**config.mk**
```make
export PLATFORM = sky130hd
export DESIGN_NAME = aes_inv_key_sched_flat
export DESIGN_NICKNAME = d
export VERILOG_FILES = /design/src/rtl/aes_inv_key_sched_pkg.sv /design/src/rtl/aes_inv_key_sched_if.sv /design/src/rtl/aes_sbox_word.sv /design/src/rtl/aes_inv_key_sched.sv /design/src/flat_wrapper.sv
export SDC_FILE = /design/constraint.sdc
export NUM_CORES = 2
export LEC_CHECK = 0
export CAP_MARGIN = 20
export CORE_UTILIZATION = 40
export DETAILED_ROUTE_END_ITERATION = 16
export RECOVER_POWER = 50
export SKIP_CTS_REPAIR_TIMING = 1
export SYNTH_ARGS = -nofsm -noshare
export SYNTH_HDL_FRONTEND = slang
export SYNTH_SLANG_ARGS = --single-unit
```
**constraint.sdc**
```tcl
create_clock -name clk -period 27.9 [get_ports clk]
set_input_delay 8.37 -clock clk [delete_from_list [all_inputs] [get_ports clk]]
set_output_delay 8.37 -clock clk [all_outputs]
set_load 0.02 [all_outputs]
```
**src/rtl/aes_inv_key_sched_pkg.sv**
```systemverilog
// Shared types and constants for the AES-128 inverse key schedule.
// Holds KEY_W/WORD_W, the FSM state enum, RCON, the S-box and RotWord.
package aes_pkg;

  localparam int KEY_W  = 128;
  localparam int WORD_W = 32;

  typedef enum logic [1:0] {
    IDLE = 2'd0,
    FWD  = 2'd1,
    REV  = 2'd2
  } state_t;

  // Index 0 is unused so that RCON[r] is the constant for round r.
  localparam logic [0:10][7:0] RCON = {
    8'h00, 8'h01, 8'h02, 8'h04,
    8'h08, 8'h10, 8'h20, 8'h40,
    8'h80, 8'h1b, 8'h36
  };

  // Forward S-box, entry 0 in the most significant byte.
  localparam logic [0:255][7:0] SBOX = {
    128'h637c777bf26b6fc53001672bfed7ab76,
    128'hca82c97dfa5947f0add4a2af9ca472c0,
    128'hb7fd9326363ff7cc34a5e5f171d83115,
    128'h04c723c31896059a071280e2eb27b275,
    128'h09832c1a1b6e5aa0523bd6b329e32f84,
    128'h53d100ed20fcb15b6acbbe394a4c58cf,
    128'hd0efaafb434d338545f9027f503c9fa8,
    128'h51a3408f929d38f5bcb6da2110fff3d2,
    128'hcd0c13ec5f974417c4a77e3d645d1973,
    128'h60814fdc222a908846eeb814de5e0bdb,
    128'he0323a0a4906245cc2d3ac629195e479,
    128'he7c8376d8dd54ea96c56f4ea657aae08,
    128'hba78252e1ca6b4c6e8dd741f4bbd8b8a,
    128'h703eb5664803f60e613557b986c11d9e,
    128'he1f8981169d98e949b1e87e9ce5528df,
    128'h8ca1890dbfe6426841992d0fb054bb16
  };

  function automatic logic [WORD_W-1:0] rot_word(
    input logic [WORD_W-1:0] w
  );
    return {w[23:0], w[31:24]};
  endfunction

endpackage

```
**src/rtl/aes_inv_key_sched_if.sv**
```systemverilog
// Request/round-key stream bundle for aes_inv_key_sched.
// master: key source + consumer side; slave: the key scheduler.
interface aes_inv_key_sched_if;
  import aes_pkg::*;

  logic              start;
  logic [KEY_W-1:0]  key;
  logic              busy;
  logic [KEY_W-1:0]  rk;
  logic [3:0]        rk_round;
  logic              rk_valid;
  logic              rk_ready;
  logic              done;

  modport master (
    output start, key, rk_ready,
    input  busy, rk, rk_round, rk_valid, done
  );

  modport slave (
    input  start, key, rk_ready,
    output busy, rk, rk_round, rk_valid, done
  );

endinterface

```
**src/rtl/aes_sbox_word.sv**
```systemverilog
// Combinational 32-bit SubWord: four independent S-box byte lookups.
// Ports: din (word in), dout (substituted word out).
module aes_sbox_word
  import aes_pkg::*;
(
  input  logic [WORD_W-1:0] din,
  output logic [WORD_W-1:0] dout
);

  for (genvar i = 0; i < 4; i++) begin : g_byte
    assign dout[8*i +: 8] = SBOX[din[8*i +: 8]];
  end

endmodule

```
**src/rtl/aes_inv_key_sched.sv**
```systemverilog
// AES-128 round keys in reverse order: forward pass to round Nr, then
// one backward step per accepted key. Ports: clk, rst (async, high),
// bus (aes_inv_key_sched_if.slave: start/key in, rk stream out, done).
// Optional macro AES_KEY_CACHE_EN caches the last key/round-Nr pair.
module aes_inv_key_sched
  import aes_pkg::*;
#(
  parameter int Nk = 4,
  parameter int Nr = 10
) (
  input  logic                 clk,
  input  logic                 rst,
  aes_inv_key_sched_if.slave   bus
);

  if (Nk != 4 || Nr != 10) begin : g_bad_param
    $error("aes_inv_key_sched supports only Nk=4, Nr=10");
  end

  localparam logic [3:0] NR4  = 4'(Nr);
  localparam logic [3:0] LAST = 4'(Nr - 1);

  state_t            state_q;
  state_t            state_d;
  logic [3:0]        cnt_q;
  logic [KEY_W-1:0]  w_q;
  logic [KEY_W-1:0]  rk_q;
  logic [3:0]        round_q;
  logic              valid_q;
  logic              done_q;

  logic              hs;
  logic              hit;
  logic [KEY_W-1:0]  hit_rk;

  logic              ld;
  logic              hit_ld;
  logic              fwd_en;
  logic              fwd_last;
  logic              rev_en;
  logic              rev_last;

  assign hs = valid_q & bus.rk_ready;

  // Shared SubWord datapath
  logic [WORD_W-1:0] w0, w1, w2, w3;
  logic [WORD_W-1:0] k0, k1, k2, k3;
  logic [WORD_W-1:0] n0, n1, n2, n3;
  logic [WORD_W-1:0] p0, p1, p2, p3;
  logic [WORD_W-1:0] sw_in;
  logic [WORD_W-1:0] sw_out;
  logic [WORD_W-1:0] t;
  logic [7:0]        rc;
  logic              rev_sel;
  logic [KEY_W-1:0]  fwd_w;
  logic [KEY_W-1:0]  prev_k;

  assign {w0, w1, w2, w3} = w_q;
  assign {k0, k1, k2, k3} = rk_q;

  assign rev_sel = (state_q == REV);

  assign p3 = k3 ^ k2;
  assign p2 = k2 ^ k1;
  assign p1 = k1 ^ k0;

  assign sw_in = rev_sel ? p3 : w3;
  assign rc    = rev_sel ? RCON[round_q]
                         : RCON[cnt_q + 4'd1];

  aes_sbox_word u_sbox (
    .din  (sw_in),
    .dout (sw_out)
  );

  // SubWord and RotWord commute since SubWord is bytewise.
  assign t = rot_word(sw_out) ^ {rc, 24'h0};

  assign n0 = w0 ^ t;
  assign n1 = w1 ^ n0;
  assign n2 = w2 ^ n1;
  assign n3 = w3 ^ n2;
  assign p0 = k0 ^ t;

  assign fwd_w  = {n0, n1, n2, n3};
  assign prev_k = {p0, p1, p2, p3};

`ifdef AES_KEY_CACHE_EN
  logic              cache_valid_q;
  logic [KEY_W-1:0]  cache_key_q;
  logic [KEY_W-1:0]  cache_rk_q;

  assign hit    = cache_valid_q && (bus.key == cache_key_q);
  assign hit_rk = cache_rk_q;

  // The key is recorded at start but only marked valid once FWD
  // finishes, so a run cut short by reset never yields a hit.
  always_ff @(posedge clk or posedge rst) begin
    if (rst) begin
      cache_valid_q <= 1'b0;
      cache_key_q   <= '0;
      cache_rk_q    <= '0;
    end else begin
      if (ld && !hit) begin
        cache_valid_q <= 1'b0;
        cache_key_q   <= bus.key;
      end
      if (fwd_last) begin
        cache_valid_q <= 1'b1;
        cache_rk_q    <= fwd_w;
      end
    end
  end
`else
  assign hit    = 1'b0;
  assign hit_rk = '0;
`endif

  // FSM: state register
  always_ff @(posedge clk or posedge rst) begin
    if (rst) state_q <= IDLE;
    else     state_q <= state_d;
  end

  // FSM: next state
  always_comb begin
    state_d = state_q;
    unique case (state_q)
      IDLE: if (bus.start) state_d = hit ? REV : FWD;
      FWD:  if (cnt_q == LAST) state_d = REV;
      REV:  if (hs && round_q == 4'd0) state_d = IDLE;
      default: state_d = IDLE;
    endcase
  end

  // FSM: control outputs
  always_comb begin
    ld       = 1'b0;
    fwd_en   = 1'b0;
    fwd_last = 1'b0;
    rev_en   = 1'b0;
    rev_last = 1'b0;
    unique case (state_q)
      IDLE: ld = bus.start;
      FWD: begin
        fwd_en   = 1'b1;
        fwd_last = (cnt_q == LAST);
      end
      REV: begin
        rev_en   = hs && (round_q != 4'd0);
        rev_last = hs && (round_q == 4'd0);
      end
      default: ;
    endcase
    hit_ld = ld && hit;
  end

  // Working register, round key and stream flags
  always_ff @(posedge clk or posedge rst) begin
    if (rst) begin
      cnt_q   <= '0;
      w_q     <= '0;
      rk_q    <= '0;
      round_q <= '0;
      valid_q <= 1'b0;
      done_q  <= 1'b0;
    end else begin
      done_q <= 1'b0;
      if (ld) begin
        w_q   <= bus.key;
        cnt_q <= '0;
      end
      if (fwd_en) begin
        w_q   <= fwd_w;
        cnt_q <= cnt_q + 4'd1;
      end
      if (hit_ld) begin
        rk_q    <= hit_rk;
        round_q <= NR4;
        valid_q <= 1'b1;
      end
      if (fwd_last) begin
        rk_q    <= fwd_w;
        round_q <= NR4;
        valid_q <= 1'b1;
      end
      if (rev_en) begin
        rk_q    <= prev_k;
        round_q <= round_q - 4'd1;
      end
      if (rev_last) begin
        valid_q <= 1'b0;
        done_q  <= 1'b1;
      end
    end
  end

  assign bus.busy     = (state_q != IDLE);
  assign bus.rk       = rk_q;
  assign bus.rk_round = round_q;
  assign bus.rk_valid = valid_q;
  assign bus.done     = done_q;

endmodule
```
**src/flat_wrapper.sv**
```systemverilog
// flat-port wrapper written by rule: the top's interface ports become plain ports
module aes_inv_key_sched_flat import aes_pkg::*;
#(
  parameter int Nk = 4,
  parameter int Nr = 10
)
  (clk, rst, bus_start, bus_key, bus_rk_ready, bus_busy, bus_rk, bus_rk_round, bus_rk_valid, bus_done);
  aes_inv_key_sched_if bus_i ();
  input  logic clk;
  input  logic rst;
  input wire logic [$bits(bus_i.start)-1:0] bus_start;
  input wire logic [$bits(bus_i.key)-1:0] bus_key;
  input wire logic [$bits(bus_i.rk_ready)-1:0] bus_rk_ready;
  output wire logic [$bits(bus_i.busy)-1:0] bus_busy;
  output wire logic [$bits(bus_i.rk)-1:0] bus_rk;
  output wire logic [$bits(bus_i.rk_round)-1:0] bus_rk_round;
  output wire logic [$bits(bus_i.rk_valid)-1:0] bus_rk_valid;
  output wire logic [$bits(bus_i.done)-1:0] bus_done;
  assign bus_i.start = bus_start;
  assign bus_i.key = bus_key;
  assign bus_i.rk_ready = bus_rk_ready;
  assign bus_busy = bus_i.busy;
  assign bus_rk = bus_i.rk;
  assign bus_rk_round = bus_i.rk_round;
  assign bus_rk_valid = bus_i.rk_valid;
  assign bus_done = bus_i.done;
  aes_inv_key_sched #(.Nk(Nk), .Nr(Nr)) u_core (.clk(clk), .rst(rst), .bus(bus_i));
endmodule
```
==> metrics <==
Clock Tree Root=clkbuf_16; row count=between 100 and 150; Routed met3 length=15900 um; Worst Path Required=28.46 ns; Total GRT Usage=between 30% and 40%; H-tree Lvls=2; Initial Util=40.6%; RSZ-0062 raised after global routing=false; first-pass detailed-route iteration total=10; crit path kind=input pin to asynchronous set/reset pin; Residual DRC=0; Post-DRT Antenna Nets=0; Fmax achieved=71.0 MHz; most frequent cells in the layout=nor2_1 (436), a21oi_1 (417), nand2_1 (396), o21ai_0 (335), dfrtp_1 (268); Seq/Total Area, Yosys=21.6%; first-pass GRT wire length=206000 um; synthesized netlist net count=4451; R2R Setup Slk=20.45 ns; ratio of cells with drive above 1 in the final layout=5.95%; die height=280 um; chip width=about 280 um; synth top area cells=dfrtp_1 (22%), a21oi_1 (6.8%), o21ai_0 (5.4%); fin crit share=about half; Setup crit start kind=input pin; synthesis-to-finish area growth=13.0%; CTS tree=built; Mean Syn Cell Area=7.28 um2; post-route setup slack=about 14 ns; WL met1=approximately 58000 um; Syn Inst Count=4258; worst slew pin tran=4.06 ns; Worst setup EP type=asynchronous set/reset pin; Distinct cells, synth=101; WL per Instance=26.1 um; Post-synth ARST share=100%; flops & latches, synth=268; grt ovf=0; Top Metal Used=met5; die area=0.0787 mm2; final hold vios=0; post-placement worst setup slack=roughly 17 ns; Slew Limit Fails=429; RePlAce Congestion=1.04; placed wire-length estimate=about 89000 um; # nets final=4385; Final setup viols=0; failing checks=capacitance limit, slew limit; post-route setup TNS=0 ns; Hold WC Path Type=register to register; clk_skew=0.0222 ns; status=finished with violations; commonest non-fill, non-tap cell in the layout=nor2_1; routed wire length=137000 um; ys flop type=dfrtp_1; clock buffer depth=3; Slew headroom=-170%; post-synth top area share=a little over a fifth; via count=35736; worst skew pair latency=0.58 ns; EDFF count, synth=0; clock slew seen by the registers of the worst setup and hold paths=0.06 ns; fin crit period=14.09 ns; post-synthesis cell area=between 0.03 and 0.04 mm2; number of global-route vias before repair=~32000; CTS sink cnt=268; Port Buffers=266; initial antenna violation count=2; Max Cap Viol=9; Synth area leader=dfrtp_1; metal2 WL=56800 um; Yosys Warn Count=0; Initial DRC Count=roughly 5400; Vias per Instance=6.81; number of buffers created by CTS=36; Core Area=0.0763 mm2; CP Max Fanout=76; I/O pin count=267; crit path DAT=14.65 ns; largest net degree at the start of global routing=90; number of fill cells=7741
==> cell families after synthesis <==
group / share of synthesized area, %
adders and majority gates: 2.46
muxes: 5.95
AOI/OAI and AO/OA: 35.7
and+or+nand+nor: 19.1
buffers and inverters: 7.27
xor gates and xnor gates: 7.95
DFF: 21.6
==> worst max-delay path: stages <==
cell	delay, ns
dlygate4sd3_1	0.55
clkinvlp_2	1.94
clkbuf_1	2.53
buf_4	1.03
==> per-stage QoR <==
stage	instance area, um2	util, %	hold slack, ns	std cells
finish	35100	45.9	0.502	5249
global route	35100	45.9	0.523	5247
detailed placement	33900	44.4	0.492	5183
floorplan	31000	-	0.470	4258
CTS	35100	46.0	0.504	5246
global placement	33900	44.4	0.479	5183
==> flip-flops by register name (all words and copies together) (netlist names) <==
signal	flops
u_core.bus.rk	128
u_core.w_q	128
u_core.bus.rk_round	4
u_core.cnt_q	4
u_core.state_q	2
u_core.bus.done	1
u_core.bus.rk_valid	1
==> worst paths after layout <==
check                                              start                       endpoint  depth (start not counted)
setup / recovery                                     rst  u_core.bus.rk[32]$_DFFE_PP0P_                          4
setup reg to reg           u_core.state_q[1]$_DFFE_PP0P_     u_core.w_q[63]$_DFFE_PP0P_                         15
hold / removal                u_core.w_q[64]$_DFFE_PP0P_     u_core.w_q[64]$_DFFE_PP0P_                          2
hold reg to reg               u_core.w_q[64]$_DFFE_PP0P_     u_core.w_q[64]$_DFFE_PP0P_                          2
min in group asynchronous                            rst  u_core.bus.rk[49]$_DFFE_PP0P_                          2
max in group clk                               bus_start     u_core.w_q[39]$_DFFE_PP0P_                          7
==> cell usage after synthesis (all sizes together), types with 19 or more instances <==
library cell and count:
nor2 438, a2bb2oi 26, xor2 82, clkbuf 258, buf 193, a221o 29
dfrtp 268, or3 38, o211ai 82, inv 74, xnor2 147, a21oi 420
a221oi 48, ha 61, o311ai 56, a2111oi 20, nand3 159, o22ai 80
mux2 30, o21ai 348, mux2i 136, a211oi 92, nand2 400, o221ai 35
a31oi 71, a21o 25, and3 23, nor3 176, a311oi 56, a22oi 40
a311o 19, nand2b 22
==> area by class of cell <==
class	count	area [um2]	area share [%]
clock buffer	49	1020	2.91
tap	1030	1290	3.68
inverter	78	294	0.839
timing repair buffer	347	3260	9.29
antenna	2	5.00	0.0143
sequential	268	6710	19.1
clock inverter	14	206	0.589
multi-input combinational	3461	22300	63.6
==> routing by layer <==
layer | track usage, % | vias up
met1 | 47.1 | 17065
met5 | 0 | -
met3 | 7.98 | 439
met4 | 14.5 | 4
met2 | 48.5 | 2332
li1 | - | 15896
Power is not shown: default switching activity piles up to over one toggle a cycle in this logic, so the estimate is an artifact.
